$ cat src/rtl/div_unit.sv
// div_unit
// Iterative radix-2 restoring divider for the execute stage. A DIV/DIVU
// request is accepted in IDLE. Non-zero divisors take one shift/subtract step
// per cycle for WIDTH cycles. A zero divisor short-circuits through DIVZERO.
// The result is then held in END for as long as the stalled pipeline keeps
// start_i high.
//
// Ports:
//   clk        core clock, rising edge
//   rst        synchronous, active-high reset
//   start_i    division request, held until ready_o is seen
//   signed_i   1 = DIV (two's complement), 0 = DIVU; sampled with start_i
//   annul_i    abort the current or pending operation (pipeline flush)
//   opdata1_i  dividend, sampled in IDLE
//   opdata2_i  divisor, sampled in IDLE
//   result_o   {remainder, quotient}, valid while ready_o = 1
//   ready_o    result valid
//   busy_o     unit is computing (DIVZERO or ON); drives the stall logic
module div_unit #(
    parameter int WIDTH = 32
) (
    input  logic               clk,
    input  logic               rst,
    input  logic               start_i,
    input  logic               signed_i,
    input  logic               annul_i,
    input  logic [WIDTH-1:0]   opdata1_i,
    input  logic [WIDTH-1:0]   opdata2_i,
    output logic [2*WIDTH-1:0] result_o,
    output logic               ready_o,
    output logic               busy_o
);

    localparam int CW = $clog2(WIDTH);

    typedef enum logic [1:0] {
        IDLE,
        DIVZERO,
        ON,
        END
    } divState_t;

    divState_t         state;
    divState_t         nextState;

    logic [CW-1:0]     counter;
    logic [WIDTH-1:0]  acc;
    logic [WIDTH-1:0]  dividend;
    logic [WIDTH-1:0]  divisor;
    logic              negQuot;
    logic              negRem;

    logic              dividendNeg;
    logic              divisorNeg;
    logic [WIDTH-1:0]  absDividend;
    logic [WIDTH-1:0]  absDivisor;
    logic              divisorZero;

    logic [WIDTH:0]    accShift;
    logic              trialOk;
    logic [WIDTH-1:0]  trialDiff;
    logic [WIDTH-1:0]  stepAcc;
    logic [WIDTH-1:0]  stepQuot;
    logic [WIDTH-1:0]  fixQuot;
    logic [WIDTH-1:0]  fixRem;
    logic              lastStep;

    // Operand conditioning for the IDLE latch. Signed operands are reduced
    // to magnitudes. The most negative value maps onto itself, which is
    // still the correct magnitude when read as unsigned.
    assign dividendNeg = signed_i && opdata1_i[WIDTH-1];
    assign divisorNeg  = signed_i && opdata2_i[WIDTH-1];
    assign absDividend = dividendNeg ? -opdata1_i : opdata1_i;
    assign absDivisor  = divisorNeg  ? -opdata2_i : opdata2_i;
    assign divisorZero = (opdata2_i == '0);

    // One restoring step. The shifted accumulator can need WIDTH+1 bits, so
    // the compare is done at that width. When the compare succeeds, the true
    // difference is below the divisor, and the low WIDTH bits of the
    // subtraction are exact.
    assign accShift  = {acc, dividend[WIDTH-1]};
    assign trialOk   = (accShift >= {1'b0, divisor});
    assign trialDiff = accShift[WIDTH-1:0] - divisor;
    assign stepAcc   = trialOk ? trialDiff : accShift[WIDTH-1:0];
    assign stepQuot  = {dividend[WIDTH-2:0], trialOk};
    assign lastStep  = (counter == CW'(WIDTH - 1));

    // Sign fix-up applied to the final step's results on the way into END.
    // The remainder follows the dividend's sign.
    assign fixQuot = negQuot ? -stepQuot : stepQuot;
    assign fixRem  = negRem  ? -stepAcc  : stepAcc;

    assign busy_o = (state == DIVZERO) || (state == ON);

    // State register.
    always_ff @(posedge clk) begin
        if (rst) begin
            state <= IDLE;
        end else begin
            state <= nextState;
        end
    end

    // Next-state decode. Annul overrides every other transition, including
    // acceptance of a new request and completion of the last step.
    always_comb begin
        nextState = state;
        case (state)
            IDLE: begin
                if (start_i) begin
                    nextState = divisorZero ? DIVZERO : ON;
                end
            end
            DIVZERO: nextState = END;
            ON: begin
                if (lastStep) begin
                    nextState = END;
                end
            end
            END: begin
                if (!start_i) begin
                    nextState = IDLE;
                end
            end
            default: nextState = IDLE;
        endcase
        if (annul_i) begin
            nextState = IDLE;
        end
    end

    // Datapath and registered outputs. Operands are only captured in IDLE,
    // so input changes during a division are ignored. For a zero divisor,
    // the raw dividend bits are kept so they can be returned unmodified as
    // the remainder.
    always_ff @(posedge clk) begin
        if (rst || annul_i) begin
            counter  <= '0;
            acc      <= '0;
            dividend <= '0;
            divisor  <= '0;
            negQuot  <= 1'b0;
            negRem   <= 1'b0;
            result_o <= '0;
            ready_o  <= 1'b0;
        end else begin
            case (state)
                IDLE: begin
                    if (start_i) begin
                        counter  <= '0;
                        acc      <= '0;
                        divisor  <= absDivisor;
                        dividend <= divisorZero ? opdata1_i : absDividend;
                        negQuot  <= dividendNeg ^ divisorNeg;
                        negRem   <= dividendNeg;
                    end
                end
                DIVZERO: begin
                    result_o <= {dividend, {WIDTH{1'b1}}};
                    ready_o  <= 1'b1;
                end
                ON: begin
                    acc      <= stepAcc;
                    dividend <= stepQuot;
                    counter  <= counter + 1'b1;
                    if (lastStep) begin
                        result_o <= {fixRem, fixQuot};
                        ready_o  <= 1'b1;
                    end
                end
                END: begin
                    if (!start_i) begin
                        result_o <= '0;
                        ready_o  <= 1'b0;
                    end
                end
                default: begin
                    result_o <= '0;
                    ready_o  <= 1'b0;
                end
            endcase
        end
    end

endmodule

$ cat config.mk
export PLATFORM = sky130hd
export DESIGN_NAME = div_unit
export DESIGN_NICKNAME = d
export VERILOG_FILES = /design/src/rtl/div_unit.sv
export SDC_FILE = /design/constraint.sdc
export NUM_CORES = 1
export LEC_CHECK = 0
export CORE_MARGIN = 3
export CORE_UTILIZATION = 32
export DETAILED_ROUTE_END_ITERATION = 8
export GPL_TIMING_DRIVEN = 0
export MAX_ROUTING_LAYER = met4
export SETUP_SLACK_MARGIN = 0.02
export SYNTH_ARGS = -nofsm -noshare
export SYNTH_HDL_FRONTEND = slang
export SYNTH_SLANG_ARGS = --single-unit
$ cat constraint.sdc
create_clock -name clk -period 15.6 [get_ports clk]
set_input_delay 3.12 -clock clk [delete_from_list [all_inputs] [get_ports clk]]
set_output_delay 3.12 -clock clk [all_outputs]
set_load 0.05 [all_outputs]
== After elaboration in Yosys (flattened, before gate mapping) ==
Cells that the tools add are included.
Word-level totals
  bits of input ports: 69
  output and inout port bits: 66
  logic and storage cells: 60
  register bits: 170
Operators by class
  reduce and logical (&&, ||, !) cells: 13
  add/subtract/negate cells: 6
  muxes and demuxes: 23
  eq/ne operators: 7
  bitwise operators: 1
  magnitude comparators: 1
Operators with widths (count)
  two-way mux 32 bit: 8
  one-hot mux 64 bit (3 select lines): 1
  two-way mux 64 bit: 2
  negation 32 bit: 4
  one-hot mux 32 bit (2 select lines): 2
  >= comparator 33 x 32 -> 1 bit: 1
  logical NOT 32 bit: 1
  subtractor 32 bit: 1
  one-hot mux 5 bit (2 select lines): 1
  two-way mux 2 bit: 4
  one-hot mux 2 bit (4 select lines): 1
  != test 2 bit (second input constant): 3
  AND reduction 3 bit: 2
  adder 5 x 1 -> 5 bit (second input constant): 1
  equality test 5 bit (second input constant): 1
  two-way mux 5 bit: 1
  equality test 2 bit (second input constant): 2
  AND reduction 2 bit: 2
  one-hot mux 1 bit (3 select lines): 1
  nonzero test 3 bit: 1
  equality test 2 x 1 -> 1 bit (second input constant): 1
  logical AND 1 bit: 2
  logical NOT 2 bit: 1
  logical OR 1 bit: 2
  other kinds (4): 5

== Depth between registers and ports, before layout ==
  word-level depth: 6
  mapped depth: 25
  depth with buffers taken out: 20

== Worst setup path before layout ==
OpenSTA, ideal clock, no wires.
  kind: reg2reg
  start: register divisor[1]
  end: register result_o[60]
  data required time: 15.473 ns
  data arrival time: 5.410 ns
  cell stages (with the launch flop): 22
  slack: 10.063 ns
  library setup time: 0.127 ns
  buffers on the path: 3
  clock period less this slack: 5.537 ns
  path through: dfxtp_1 inv_1 ha_1 nor2b_4 o2111ai_4 a2111oi_4 o211ai_2 nand2_4 clkbuf_8 buf_2 clkbuf_1 mux2i_1 ha_1 or3b_1 or3_1 or4b_1 nor3_1 a41oi_1 nor4_4 o211ai_1 mux2i_1 or3_1
On the way
  cells in the longest elaborated chain, start to end: 6
  elaborated cells on any way between the ends: 7
  classes of those cells: add/sub (2); order compare (1); mux (4)
Ends and longest elaborated chain
  start, declared: RTL line 49  | logic [WIDTH-1:0] divisor;
  start signal, assigned: RTL line 152  | divisor <= absDivisor;
  subtractor 32 bit / >= comparator 33 x 32 -> 1 bit (equally long branches): RTL line 83, 82
  two-way mux 32 bit (*): RTL line 84  | assign stepAcc = trialOk ? trialDiff : accShift[WIDTH-1:0];
  negation 32 bit: RTL line 91  | assign fixRem = negRem ? -stepAcc : stepAcc;
  two-way mux 32 bit (*): RTL line 91
  two-way mux 64 bit (*): RTL line 166  | if (lastStep) begin
  one-hot mux 64 bit (3 select lines) (*): RTL line 147  | case (state)
  end signal, assigned: RTL line 159  | result_o <= {dividend, {WIDTH{1'b1}}};
  end signal, assigned: RTL line 167  | result_o <= {fixRem, fixQuot};
  end, declared: RTL line 29  | output logic [2*WIDTH-1:0] result_o,
Every way passes the cells marked *; elsewhere a longest branch is shown, timed or not. The select of a mux whose other input is x is not followed.
A chain may end at the register's enable or synchronous reset.

== Worst setup path in the final report ==
  start: register dividend[31]
  end: register result_o[62]
On the way
  cells in the longest elaborated chain, start to end: 6
  elaborated cells on any way between the ends: 7
  classes of those cells: add/sub (2); order compare (1); mux (4)
Ends and longest elaborated chain
  start, declared: RTL line 48  | logic [WIDTH-1:0] dividend;
  start signal, assigned: RTL line 153  | dividend <= divisorZero ? opdata1_i : absDividend;
  start signal, assigned: RTL line 164  | dividend <= stepQuot;
  subtractor 32 bit / >= comparator 33 x 32 -> 1 bit (equally long branches): RTL line 83, 82
  two-way mux 32 bit (*): RTL line 84
  negation 32 bit: RTL line 91
  two-way mux 32 bit (*): RTL line 91
  two-way mux 64 bit (*): RTL line 166
  one-hot mux 64 bit (3 select lines) (*): RTL line 147
Marks and branches as above.

==> results.md <==
- The run finished with clean final reports.
- STA classifies the critical path endpoint as a flop.
- The insertion delay of the later-clocked pin in the worst-skew pair is 0.46 ns.
- The total wirelength of the detailed-routed design is between 40,000 and 50,000 um.
- The HPWL after detailed placement is about 40,000 um.
- Clock skew on the completed layout was measured at between 0.015 and 0.02 ns.
- The nature of the critical path startpoint is a flop.
- The power per standard cell area is around 96 nW/um2.
- The effective utilization at floorplan is 0.3248.
- The clock share of power is 0.298.
- The total internal power is between 0.8 and 0.9 mW.
- The transition time at the pin with the least slew margin is just over 1 ns.
- The worst flop-to-flop path endpoint is result_o[62].
- The arrival time of the worst setup path is approximately 7.6 ns.
- The maximum VDD drop is slightly below 0.08 mV.
- The number of antenna diodes is 0.
- After floorplanning, the core was divided into between 70 and 80 placement rows.
- The layout cell share with drive strength beyond 1 is 0.06583.
- The cell area that synthesis handed to floorplanning was between 10,000 and 15,000 um2.
- The share of power burned in combinational logic is 0.382.
- The number of antenna violations at the first check in global routing was 0.
- The placer's final routability congestion estimate is about 0.97.
- The buffer type at the clock tree root is clkbuf_16.
- The first detailed-routing pass took 5 iterations.
- For this run, asynchronously set or reset flops after synthesis account for 0.
- The number of instances on the worst hold path is 2.
- The clock tree from TritonCTS is built.
- The largest family of logic cells by synthesized area is compound AO/OA/AOI/OAI gates.
- The average instance in the mapped netlist occupies ~7.5 um2.
- In this run the tool buffered the top-level ports with 134 buffer cells.
- Measured in cells, the most critical reg-to-reg path has a length of 21.
- The library cell used most frequently in the layout, excluding fill and tap cells, is nor2_1.
- The total setup buffers inserted after CTS is 0.
- Buffers inserted to repair hold after CTS numbered 0.
- The overall routing resource usage is 0.2407.
- The simple-gate area share of the yosys netlist is 0.2309.
- The number of clock sinks seen by CTS is between 150 and 200.
- The total of warnings raised by yosys is 0.
- Setup repair after global routing left no endpoint under its margin.
- The floorplan step defined a core boundary enclosing ~39,000 um2.
- The iteration-0 DRC count of the detailed router is ~1,400.
- The switching part of the total power is 0.3965.
- The upper clock frequency limit is between 100 and 150 MHz.
- For this design the total switching power over the nets is between 0.5 and 0.6 mW.
- For the finished layout, the period the worst path requires is between 7 and 8 ns.
- The final-report max-slew violation count is 0.
- The xor-xnor portion of the synthesized cell area is 0.07986.
- The number of clock buffers added by TritonCTS is 17.
- By startpoint and endpoint, the worst setup path is classified as flop to flop.
- The number of synthesized flops with an enable pin is 0.
- The relative area change from synthesis to final layout is 20.28%.
- Synthesis instantiated 102 different standard cells from the library.
- The routed layout has between 10,000 and 15,000 vias.
- Of the post-synthesis cell area, the dominant cell type holds 0.2698.
- The leakage power summed over all cells is approximately 5.7 nW.
- At the worst endpoint, the required time is between 15 and 20 ns.
- The net count of the finished layout is slightly below 2,000.
- Across all register-to-register paths, the minimum setup slack is about 8.3 ns.
- The H-tree generated during clock tree synthesis spans 4 levels.
- Summed over all layers, the global routing overflow is 0.
- Synthesis produced a netlist with a net count of 1,784.
- The via count of the first global-routing pass is 12,920.
- Max-cap violations in this run came to 0.
- No sink is reached through more buffers than the 2 on the longest clock path.
- In the final routed layout, each cell accounts on average for 21.10 um.
- Leaving out fill and tap cells, the most frequent cells in the layout are 204 x nor2_1, 174 x nand2_1, 170 x dfxtp_1, 140 x a21oi_1, 134 x clkdlybuf4s50_1.
- The number of nets still failing antenna checks after routing is 0.
- The endpoint of the worst hold-timing path is divisor[18].
- Of the post-synthesis cell area, the part taken by muxes is 0.02143.
- Measured along the y axis, the die boundary spans 204.5 um.
- The share of total power dissipated in sequential elements is 0.320.
- The commonest register cell after synthesis is dfxtp_1.
- The global-route wire length before repair is approximately 76,000 um.
- The class of the tightest hold or removal check is flop to flop.
- In the post-synthesis netlist, the biggest area contributors are dfxtp_1 27%, nor2_1 6.1%, a21oi_1 5.6%.
- Of the total synthesized cell area, the portion taken by full adders, half adders and majority gates is 0.04226.
- The biggest area contributor in the post-synthesis netlist is dfxtp_1.
- The relative slew slack is 0.3029.
- The share of the Yosys chip area taken by registers is 0.2698.
- Clock-pin slew was measured on the worst setup and hold paths at approximately 0.070 ns.
- Dividing the detail-routed via count by the number of cells gives approximately 5.8.
- The sum of negative setup slack is 0 ns.
- The final cell utilization of the core is 0.3907.
- The biggest fanout along the worst timing path is 10.
- Counting flops and latches in the post-synthesis netlist gives 170.
- Of the available clock period, the critical path in the final layout requires 0.4674.
- The final setup violation count is 0.
- The worst register-to-register path begins at dividend[31].
- The hold violation count in the final report is 0.
- The post-cts gate resize count is 0.
- Synthesis produced a netlist whose cell count is between 1,500 and 2,000.
- The I/O pin total is 135.
- The die area is approximately 42,000 um2.
- The largest net degree at the start of global routing is 17.
- The worst hold path startpoint is divisor[18].
- The compound-cell area share of the yosys netlist came to 0.2949.
- The horizontal extent of the die is roughly 200 um.
- In the routed design, unresolved DRC markers number 0.
## cell usage after synthesis, types with 12 or more instances
| library cell | n |
|---|---|
| or2_2 | 14 |
| a22oi_1 | 25 |
| nand2_1 | 174 |
| a221oi_1 | 19 |
| nand4_1 | 16 |
| nor4_1 | 19 |
| o211ai_1 | 28 |
| inv_1 | 52 |
| dfxtp_1 | 170 |
| o31ai_1 | 28 |
| nand3_1 | 26 |
| a31oi_1 | 16 |
| clkbuf_1 | 94 |
| nor2_1 | 204 |
| mux2i_1 | 18 |
| or3_1 | 25 |
| xnor2_1 | 42 |
| xor2_1 | 73 |
| o21ai_0 | 106 |
| or4_1 | 17 |
| nor3_1 | 40 |
| buf_2 | 12 |
| ha_1 | 41 |
| a211oi_1 | 50 |
| a21oi_1 | 140 |
| a21o_1 | 21 |
## power by group through the flow
stage	combinational, mW	sequential (mW)	clock [mW]
global route	0.600	0.469	0.453
CTS	0.547	0.466	0.437
floorplan	0.343	0.497	0
finish	0.558	0.467	0.434
detailed placement	0.544	0.476	0
global placement	0.542	0.476	0
## registers in the layout, indices dropped and copies added, names as in the netlist
name and cells:
acc 32, counter 5, dividend 32, divisor 32
negQuot 1, negRem 1, ready_o 1, result_o 64
state 2
## through the flow
stage / instance area (um2) / hold slack (ns) / setup WS [ns] / total power [mW] / cells
3_3_place_gp: 14600 / 0.4383 / 8.466 / 1.018 / 2325
4_1_cts: 15170 / 0.4566 / 8.493 / 1.450 / 2356
6_report: 15170 / 0.4557 / 8.308 / 1.460 / 2356
2_1_floorplan: 12610 / 0.4319 / 10.06 / 0.8399 / 1673
3_5_place_dp: 14600 / 0.4394 / 8.365 / 1.020 / 2325
5_1_grt: 15170 / 0.4778 / 8.028 / 1.522 / 2356
## how the worst max path moves through the flow
stage / startpoint / to / slack (ns) / cells after the start
after floorplan: divisor[1] / result_o[60] / 10.06 / 21
after global routing: dividend[31] / result_o[60] / 8.03 / 21
after global placement: opdata2_i[6] / dividend[10] / 8.47 / 12
after detailed placement: opdata2_i[6] / dividend[10] / 8.36 / 12
after CTS: dividend[31] / result_o[60] / 8.49 / 21
final: dividend[31] / result_o[62] / 8.31 / 21
## worst max-delay path, cell delays in order, from the launching register on
cell,delay [ns]
dfxtp_1,0.48
inv_1,0.14
ha_1,0.27
nor2b_4,0.17
o2111ai_4,0.21
a2111oi_4,0.67
o211ai_2,0.36
nand2_4,0.25
clkbuf_8,0.22
buf_2,0.26
clkbuf_1,0.70
mux2i_1,0.37
ha_1,0.25
or3b_1,0.37
or3_1,0.37
or4b_1,0.51
nor3_1,0.14
a41oi_1,0.16
nor4_4,0.48
o211ai_1,0.27
nand4bb_1,0.26
a31oi_1,0.27
## layer usage
layer | GRT usage | share of wire | vias up
met5 | - | 0 | -
met4 | 0.07102 | 0.026 | 0
met3 | 0.03369 | 0.079 | 90
met2 | 0.3678 | 0.45 | 590
met1 | 0.3315 | 0.45 | 6554
li1 | - | - | 6438
## cell type report
| type | count | area, um2 |
|---|---|---|
| Buffer | 123 | 559.3 |
| Fill cell | 4095 | 23660 |
| Clock buffer | 21 | 450.4 |
| Tap cell | 518 | 648.1 |
| Sequential cell | 170 | 3403 |
| Multi-Input combinational cell | 1326 | 8442 |
| Inverter | 54 | 207.7 |
| Clock inverter | 10 | 117.6 |
| Timing Repair Buffer | 134 | 1341 |
## cell families (layout without fill, tap and decap cells)
logic type | after synthesis | after routing
and+or+nand+nor | 603 | 603
AOI/OAI and AO/OA | 540 | 540
buffers and inverters | 177 | 342
DFF | 170 | 170
xor gates and xnor gates | 115 | 115
adders and majority gates | 42 | 42
muxes | 26 | 26
Note: power is estimated with default switching activity, not from simulation.
